==> config.mk <==
export PLATFORM = sky130hd
export DESIGN_NAME = fetch_pc_ctrl_flat
export DESIGN_NICKNAME = d
export VERILOG_FILES = /design/src/rtl/fetch_pc_ctrl_if.sv /design/src/rtl/fetch_pc_ctrl.sv /design/src/flat_wrapper.sv
export SDC_FILE = /design/constraint.sdc
export NUM_CORES = 1
export LEC_CHECK = 0
export ABC_AREA = 0
export CAP_MARGIN = 5
export CELL_PAD_IN_SITES_DETAIL_PLACEMENT = 0
export CELL_PAD_IN_SITES_GLOBAL_PLACEMENT = 2
export CORE_UTILIZATION = 25
export DETAILED_ROUTE_END_ITERATION = 6
export GPL_TIMING_DRIVEN = 0
export PLACE_DENSITY_LB_ADDON = 0.1
export SLEW_MARGIN = 20
export SYNTH_ARGS = -nofsm -noshare
export SYNTH_HDL_FRONTEND = slang
export SYNTH_SLANG_ARGS = --single-unit
==> constraint.sdc <==
create_clock -name clk -period 2.16 [get_ports clk]
set_clock_uncertainty 0.2 [all_clocks]
set_input_delay 0.432 -clock clk [delete_from_list [all_inputs] [get_ports clk]]
set_output_delay 0.432 -clock clk [all_outputs]
set_load 0.05 [all_outputs]
==> src/rtl/fetch_pc_ctrl_if.sv <==
`default_nettype none
// ============================================================================
// Module   : fetch_pc_ctrl_if
// Brief    : IF1 fetch-PC bundle: redirect/prediction in, ICache request and
//            IF1->IF2 PC pair out. master = fetch_pc_ctrl, slave = neighbours.
// Revision : 1.0 - initial release
// ============================================================================
interface fetch_pc_ctrl_if;
    logic        i_redirect;
    logic [31:0] i_redirect_pc;
    logic        i_pred_taken;
    logic [31:0] i_pred_pc;
    logic        i_stall_ICache;
    logic        i_icache_addr_ok;
    logic        o_icache_req;
    logic [31:0] o_icache_addr;
    logic [31:0] o_PC1;
    logic [31:0] o_PC2;
    logic [1:0]  o_is_valid;
    logic        o_pc_busy;
`ifdef FETCH_PC_ALIGN_CHK_EN
    logic        o_adef;
`endif

    modport master (
        input  i_redirect, i_redirect_pc, i_pred_taken, i_pred_pc,
               i_stall_ICache, i_icache_addr_ok,
        output o_icache_req, o_icache_addr, o_PC1, o_PC2, o_is_valid, o_pc_busy
`ifdef FETCH_PC_ALIGN_CHK_EN
        , output o_adef
`endif
    );

    modport slave (
        output i_redirect, i_redirect_pc, i_pred_taken, i_pred_pc,
               i_stall_ICache, i_icache_addr_ok,
        input  o_icache_req, o_icache_addr, o_PC1, o_PC2, o_is_valid, o_pc_busy
`ifdef FETCH_PC_ALIGN_CHK_EN
        , input o_adef
`endif
    );
endinterface
`default_nettype wire

==> src/rtl/fetch_pc_ctrl.sv <==
`default_nettype none
// ============================================================================
// Module   : fetch_pc_ctrl
// Brief    : IF1 fetch-PC sequencer for the dual-issue front end. Optional
//            misaligned-PC check enabled by macro FETCH_PC_ALIGN_CHK_EN.
// Revision : 1.0 - initial release
// ============================================================================
module fetch_pc_ctrl #(
    parameter logic [31:0] RESET_PC    = 32'h1C00_0000,
    parameter int          FETCH_BYTES = 8
) (
    input  logic            clk,
    input  logic            rstn,
    fetch_pc_ctrl_if.master bus
);

    localparam logic [31:0] INSN_BYTES  = 32'd4;
    localparam logic [31:0] GROUP_BYTES = 32'(FETCH_BYTES);

    typedef enum logic [1:0] {
        S_RESET = 2'd0,
        S_FETCH = 2'd1,
        S_PEND  = 2'd2
    } state_t;

    state_t      state;
    logic [31:0] pc;
    logic [31:0] pend_pc;
    logic [31:0] pc1;
    logic [31:0] pc2;
    logic [1:0]  is_valid;
    logic        misaligned;
    logic        req;
    logic        accept;

`ifdef FETCH_PC_ALIGN_CHK_EN
    logic adef;
    assign misaligned = (pc[1:0] != 2'b00);
`else
    assign misaligned = 1'b0;
`endif

    assign req    = (state == S_FETCH) && !bus.i_stall_ICache && !misaligned;
    assign accept = req && bus.i_icache_addr_ok;

    always_ff @(posedge clk) begin
        if (!rstn) begin
            state    <= S_RESET;
            pc       <= RESET_PC;
            pend_pc  <= 32'd0;
            pc1      <= RESET_PC;
            pc2      <= RESET_PC + INSN_BYTES;
            is_valid <= 2'b00;
`ifdef FETCH_PC_ALIGN_CHK_EN
            adef     <= 1'b0;
`endif
        end else begin
            case (state)
                S_RESET: state <= S_FETCH;
                S_FETCH, S_PEND: begin
                    if (bus.i_stall_ICache) begin
                        // Stage frozen; a redirect is parked until the stall lifts.
                        if (bus.i_redirect) begin
                            pend_pc <= bus.i_redirect_pc;
                            state   <= S_PEND;
`ifdef FETCH_PC_ALIGN_CHK_EN
                            adef    <= 1'b0;
`endif
                        end
                    end else if (bus.i_redirect) begin
                        pc       <= bus.i_redirect_pc;
                        is_valid <= 2'b00;
                        state    <= S_FETCH;
`ifdef FETCH_PC_ALIGN_CHK_EN
                        adef     <= 1'b0;
`endif
                    end else if (state == S_PEND) begin
                        pc       <= pend_pc;
                        is_valid <= 2'b00;
                        state    <= S_FETCH;
                    end else if (bus.i_pred_taken) begin
                        pc       <= bus.i_pred_pc;
                        is_valid <= 2'b00;
`ifdef FETCH_PC_ALIGN_CHK_EN
                    end else if (misaligned) begin
                        // Report the fault once as a slot-0 group, then idle until redirected.
                        if (!adef) begin
                            pc1      <= pc;
                            is_valid <= 2'b01;
                            adef     <= 1'b1;
                        end else begin
                            is_valid <= 2'b00;
                        end
`endif
                    end else if (accept) begin
                        pc1      <= pc;
                        pc2      <= pc + INSN_BYTES;
                        is_valid <= {~pc[2], 1'b1};
                        // Entering at the upper slot yields one instruction, then realigns.
                        pc       <= pc[2] ? (pc + INSN_BYTES) : (pc + GROUP_BYTES);
                    end else begin
                        is_valid <= 2'b00;
                    end
                end
                default: state <= S_RESET;
            endcase
        end
    end

    assign bus.o_icache_req  = req;
    assign bus.o_icache_addr = pc;
    assign bus.o_PC1         = pc1;
    assign bus.o_PC2         = pc2;
    assign bus.o_is_valid    = is_valid;
    assign bus.o_pc_busy     = (state == S_RESET) || (state == S_PEND);
`ifdef FETCH_PC_ALIGN_CHK_EN
    assign bus.o_adef        = adef;
`endif

endmodule
`default_nettype wire
==> src/flat_wrapper.sv <==
// flat-port wrapper written by rule: the top's interface ports become plain ports
module fetch_pc_ctrl_flat 
#(
    parameter logic [31:0] RESET_PC    = 32'h1C00_0000,
    parameter int          FETCH_BYTES = 8
)
  (clk, rstn, bus_i_redirect, bus_i_redirect_pc, bus_i_pred_taken, bus_i_pred_pc, bus_i_stall_ICache, bus_i_icache_addr_ok, bus_o_icache_req, bus_o_icache_addr, bus_o_PC1, bus_o_PC2, bus_o_is_valid, bus_o_pc_busy);
  fetch_pc_ctrl_if bus_i ();
  input  logic clk;
  input  logic rstn;
  input wire logic [$bits(bus_i.i_redirect)-1:0] bus_i_redirect;
  input wire logic [$bits(bus_i.i_redirect_pc)-1:0] bus_i_redirect_pc;
  input wire logic [$bits(bus_i.i_pred_taken)-1:0] bus_i_pred_taken;
  input wire logic [$bits(bus_i.i_pred_pc)-1:0] bus_i_pred_pc;
  input wire logic [$bits(bus_i.i_stall_ICache)-1:0] bus_i_stall_ICache;
  input wire logic [$bits(bus_i.i_icache_addr_ok)-1:0] bus_i_icache_addr_ok;
  output wire logic [$bits(bus_i.o_icache_req)-1:0] bus_o_icache_req;
  output wire logic [$bits(bus_i.o_icache_addr)-1:0] bus_o_icache_addr;
  output wire logic [$bits(bus_i.o_PC1)-1:0] bus_o_PC1;
  output wire logic [$bits(bus_i.o_PC2)-1:0] bus_o_PC2;
  output wire logic [$bits(bus_i.o_is_valid)-1:0] bus_o_is_valid;
  output wire logic [$bits(bus_i.o_pc_busy)-1:0] bus_o_pc_busy;
  assign bus_i.i_redirect = bus_i_redirect;
  assign bus_i.i_redirect_pc = bus_i_redirect_pc;
  assign bus_i.i_pred_taken = bus_i_pred_taken;
  assign bus_i.i_pred_pc = bus_i_pred_pc;
  assign bus_i.i_stall_ICache = bus_i_stall_ICache;
  assign bus_i.i_icache_addr_ok = bus_i_icache_addr_ok;
  assign bus_o_icache_req = bus_i.o_icache_req;
  assign bus_o_icache_addr = bus_i.o_icache_addr;
  assign bus_o_PC1 = bus_i.o_PC1;
  assign bus_o_PC2 = bus_i.o_PC2;
  assign bus_o_is_valid = bus_i.o_is_valid;
  assign bus_o_pc_busy = bus_i.o_pc_busy;
  fetch_pc_ctrl #(.RESET_PC(RESET_PC), .FETCH_BYTES(FETCH_BYTES)) u_core (.clk(clk), .rstn(rstn), .bus(bus_i));
endmodule
After elaboration in Yosys (flattened, before gate mapping)
Index checks and enable logic that the tools add are counted.

operators by class
  bitwise logic cells = 5
  equality and inequality tests = 4
  multiplexer cells = 14
  magnitude comparators = 0
  divide/modulo/power cells = 0
  $mul = 0
  reductions and logical operators = 12
  shift operators = 0
  add/subtract/negate cells = 2

operator list
  cell                                                                   count
  32-bit 2-to-1 mux                                                      5
  32-bit by 3-bit adder with 32-bit output, second input constant        1
  32-bit by 4-bit adder with 32-bit output, second input constant        1
  2-bit 2-to-1 mux                                                       8
  3-bit AND reduction                                                    2
  6-bit AND reduction                                                    1
  1-bit inverter                                                         5
  2-bit case mux with 2 select lines                                     1
  2-bit AND reduction                                                    2
  4-bit nonzero test                                                     1
  3-bit by 2-bit != test with 1-bit output, second input constant        1
  3-bit != test, second input constant                                   1
  2-bit by 1-bit equality test with 1-bit output, second input constant  1
  2-bit equality test, second input constant                             1
  1-bit logical AND                                                      2
  2-bit zero test                                                        1
  2-bit OR reduction                                                     1
  1-bit zero test                                                        1
  1-bit logical OR                                                       1

word-level totals
  memories = 0
  bits in read-only memories = 0
  bits in latches = 0
  bits in writable memories = 0
  register bits after elaboration = 132
  input bits = 70
  output and inout port bits = 100
  word-level logic and storage cells = 43

Longest topological paths before layout
  word-level depth = 7
  depth in mapped cells = 10
  gate-level depth less buffers = 7

Worst setup path before layout
OpenSTA, ideal clock, no wires.

  path kind = flip-flop to flip-flop
  start = register u_core.pc[4], in the netlist u_core.bus.o_icache_addr[4]
  end = register u_core.pc2[13], in the netlist u_core.bus.o_PC2[13]
  library setup time = 0.091 ns
  cell stages (with the launch flop) = 8
  period minus slack after synthesis = 2.585 ns
  path buffers = 1
  arrival = 2.294 ns
  slack = -0.425 ns
  required time = 1.869 ns
  path through = dfxtp_1 -> ha_1 -> nand3_2 -> nor3_1 -> buf_2 -> nand2_1 -> or3_1 -> a311oi_1

on the way
  longest elaborated chain between the ends = 1

ends and longest elaborated chain
  element                                   RTL line             RTL
  start: declaration                        fetch_pc_ctrl.sv:27  logic [31:0] pc;
  start signal: assignment                  fetch_pc_ctrl.sv:71  pc <= bus.i_redirect_pc;
  start signal: assignment                  fetch_pc_ctrl.sv:78  pc <= pend_pc;
  start signal: assignment                  fetch_pc_ctrl.sv:82  pc <= bus.i_pred_pc;
  32-bit by 3-bit adder with 32-bit output  fetch_pc_ctrl.sv:97  pc2 <= pc + INSN_BYTES;
  end signal: assignment                    fetch_pc_ctrl.sv:52  pc2 <= RESET_PC + INSN_BYTES;
  end signal: assignment                    fetch_pc_ctrl.sv:97
  end: declaration                          fetch_pc_ctrl.sv:30  logic [31:0] pc2;

No other way between the ends.
A chain may end at the register's enable or synchronous reset.

Final worst setup path
  start = register u_core.state[0]
  end = output bus_o_pc_busy

on the way
  longest elaborated chain between the ends = 2
  elaborated cells between the ends (all ways) = 3
  classes of those cells = eq/ne: 1; reduce/logical: 2

ends and longest elaborated chain
  element                                                 RTL line              RTL
  start: declaration                                      fetch_pc_ctrl.sv:26   state_t state;
  start signal: assignment                                fetch_pc_ctrl.sv:48   state <= S_RESET;
  start signal: assignment                                fetch_pc_ctrl.sv:59   S_RESET: state <= S_FETCH;
  start signal: assignment                                fetch_pc_ctrl.sv:65   state <= S_PEND;
  2-bit equality test or 2-bit zero test (tied branches)  fetch_pc_ctrl.sv:115  assign bus.o_pc_busy = (state == S_RESET) || (state == S_PEND);
  1-bit logical OR (*)                                    fetch_pc_ctrl.sv:115
  end: declaration                                        flat_wrapper.sv:22    output wire logic [$bits(bus_i.o_pc_busy)-1:0] bus_o_pc_busy;

Every way passes the cells marked *; elsewhere a longest branch is shown, timed or not.

==> impl_metrics.py <==
metrics = {
    "outcome": {
        "status": "finished with violations",
        "violations": "DRC, setup timing",
    },
    "floorplanning": {
        "io_pins": 170,
        "die-area_sq_mm": 0.0277,
        "core_area_sq_mm": 0.0263,
        "start_util_pct": 25.7,
        "rows": 59,
        "die_w_um": 166,
        "die_h_um": 166,
    },
    "timing": {
        "setup_viol": 29,
        "fin_crit_sh_pct": 107,
        "fin_crit_ns": 2.31,
        "fin_ws_ns": -0.148,
        "tightest_slew_ns": 0.917,
        "finalHoldViolCount": 0,
        "whs_ns": 0.252,
        "drv_slew": 0,
        "rsz0062_at_grt": "yes",
        "timing.fmax_mhz": 433,
        "fin_setup_tns_ns": -0.703,
        "max_slew_margin_pct": 38.9,
    },
    "layout": {
        "multi_input_area_sq_mm": 0.00446,
        "nets": 1209,
        "nFillCells": 2717,
        "seq_area_sq_mm": 0.00267,
        "utilization_pct": 43.4,
        "areaGrowthSynthToFinish_pct": 68.6,
        "stdcell_count": 1479,
        "n_antenna_cell": 0,
        "drive_gt1_share_pct": 30.9,
    },
    "cts": {
        "cts_tree": "built",
        "clockRootBuffer": "clkbuf_16",
        "htreeDepth": 4,
        "path_clk_slew_ns": 0.06,
        "cts_buffers": 17,
        "clk-insertion-delay-late_ns": 0.43,
        "clock_path_buffers": 2,
        "cts_sinks": 130,
    },
    "logic_synthesis": {
        "ys_seq_elements": 130,
        "synth_edf_count": 0,
        "synth_area_leaders": "dfxtp_1 (38%), nand2_1 (10%), a21oi_1 (7.0%)",
        "syn_area_sq_mm": 0.00676,
        "dominantRegCellSynth": "dfxtp_1",
        "yosys.area.top_type": "dfxtp_1",
        "synth.avg_cell_area_sq_um": 7.73,
        "syn-num-nets": 953,
        "synth_common_cells": "nand2_1 (183), dfxtp_1 (130), a21oi_1 (94)",
        "ys_types": 67,
        "synth_cells": 875,
        "ys_async_sr_fraction_pct": 0,
        "yosysMostFrequentCell": "nand2_1",
        "synthDominantCellAreaShare_pct": 38.5,
        "synth-warning-count": 0,
        "ys_seq_area_share_pct": 38.5,
    },
    "pwr": {
        "ir_worst_vdd_v": 0.000489,
        "p_int_w": 0.00505,
        "power-per-cell-area_mw_per_mm2": 645,
        "switching_share_pct": 31.4,
        "clockPowerShare_pct": 41.0,
        "pwr-share-comb_pct": 23.3,
        "p_sw_w": 0.00231,
        "finalPower_w": 0.00735,
        "p_leak_nw": 4.56,
        "seq_power_share_pct": 35.7,
    },
    "worst_setup_path": {
        "worstSetupPathType": "reg -> out",
        "worstPathRequired_ns": 1.53,
        "slowest_stage": "dfxtp_2",
        "path_cells": "inv_4, ha_4, clkbuf_16, clkbuf_16, or2_4, buf_8",
        "max_stage_delay_ns": 0.35,
        "start_kind": "flip-flop",
        "cp.arrival_ns": 1.68,
        "cp_max_fo": 7,
        "reg2regPathDepth": 12,
        "crit_path_frequent_cell": "clkbuf_16",
        "worst_setup_path_end_kind": "output pin",
    },
    "placed_design": {
        "gp_congestion": 0.797,
        "dp_hpwl_mm": 22.5,
        "port_buffers": 168,
        "dpl.cell_count": 1378,
    },
    "route": {
        "drt_iter0_drc": 543,
        "wl_per_cell_um": 21.3,
        "wl_mm": 31.5,
        "drt-vias-per-instance": 5.03,
        "firstDrtPassIters": 7,
        "ant_nets": 0,
        "vias": 7444,
        "post-route-drc-count": 9,
    },
    "global_route": {
        "globalRouteTotalUtil_pct": 22.4,
        "grt_first_pass_wirelength_mm": 46.6,
        "grt_remaining_overflow": 0,
        "antenna_found_initial": 0,
        "grt_pass1_vias": 7239,
        "grt_max_degree": 17,
    },
    "hold_path": {
        "hold_class": "reg -> reg",
        "hold_depth": 2,
    },
    "flow_run": {
        "maxCapViolations": 0,
    },
}
per-stage QoR:
stage / cell area (sq um) / setup WS, ns
detailed placement: 9020 / -1.21
floorplan: 6920 / -0.0339
global placement: 9020 / -1.24
CTS: 10700 / -0.184
global route: 11400 / -0.187
finish: 11400 / -0.148
cell families after synthesis:
family	after synthesis	share of synthesized area (%)
compound gates	256	23.3
xor+xnor	33	4.28
fa+ha+maj	8	1.48
buf+inv	96	7.68
simple gates	345	23.7
mux	7	1.04
flops	130	38.5
worst max-delay path, delay by kind of cell, from the launching register on:
kind	cells	cell delay, ns
AND/OR/NAND/NOR	1	0.23
flip-flops	1	0.35
adder cells (fa/ha/maj)	1	0.17
buffers and inverters	4	0.50
state kept, by name (all words and copies together) (netlist names):
signal / count
u_core.bus.o_PC1: 30
u_core.bus.o_PC2: 32
u_core.bus.o_icache_addr: 32
u_core.bus.o_is_valid: 2
u_core.pend_pc: 32
u_core.state: 2
final cells by class:
class	instances	area share [%]
Inverter	9	0.362
Multi-Input combinational cell	649	39.2
Tap cell	335	3.68
Buffer	79	7.21
Clock buffer	22	3.98
Timing Repair Buffer	245	21.0
Sequential cell	130	23.4
Clock inverter	10	1.17
cell usage in the layout (no fill, tap or decap), types with 15 or more instances in the layout:
cell type          n
nand2_1          133
dfxtp_1          107
dlygate4sd2_1     96
a21oi_1           76
clkdlybuf4s50_1   66
buf_4             49
clkbuf_16         34
nor2_1            33
nand2_4           27
buf_6             27
o21ai_0           26
nand2_2           23
xor2_1            21
nand4_1           20
clkbuf_1          20
a21oi_2           18
o211ai_1          18
clkbuf_2          17
a211oi_1          16
o21ai_1           15
nand3_1           15
power groups by stage:
stage,clock (W),sequential (W),combinational [W]
5_1_grt,0.00317,0.00264,0.00181
2_1_floorplan,0,0.00285,0.000613
3_3_place_gp,0,0.00266,0.00141
4_1_cts,0.00306,0.00261,0.00151
3_5_place_dp,0,0.00266,0.00140
6_report,0.00302,0.00262,0.00171
final timing paths:
check,startpoint,end,slack [ns]
setup / recovery,u_core.state[0],bus_o_pc_busy,-0.15
hold / removal,u_core.pend_pc[10],u_core.pend_pc[10],0.25
setup reg to reg,u_core.state[0],u_core.bus.o_icache_addr[27],-0.08
hold reg to reg,u_core.pend_pc[10],u_core.pend_pc[10],0.25
per-layer routing:
metal,routed length (um),track usage (%)
met1,15200,31.4
met2,14300,35.8
met3,1420,3.14
met4,616,6.36
met5,0,0
what timing repair did:
action / CTS / global route
hold buffers: 0 / 0
pin swaps: 70 / 38
gates cloned: 9 / 5
buffers inserted: 34 / 33
gates resized for setup: 321 / 160
endpoints found under the setup margin: 230 / 115
Note: power is estimated with default switching activity, not from simulation.
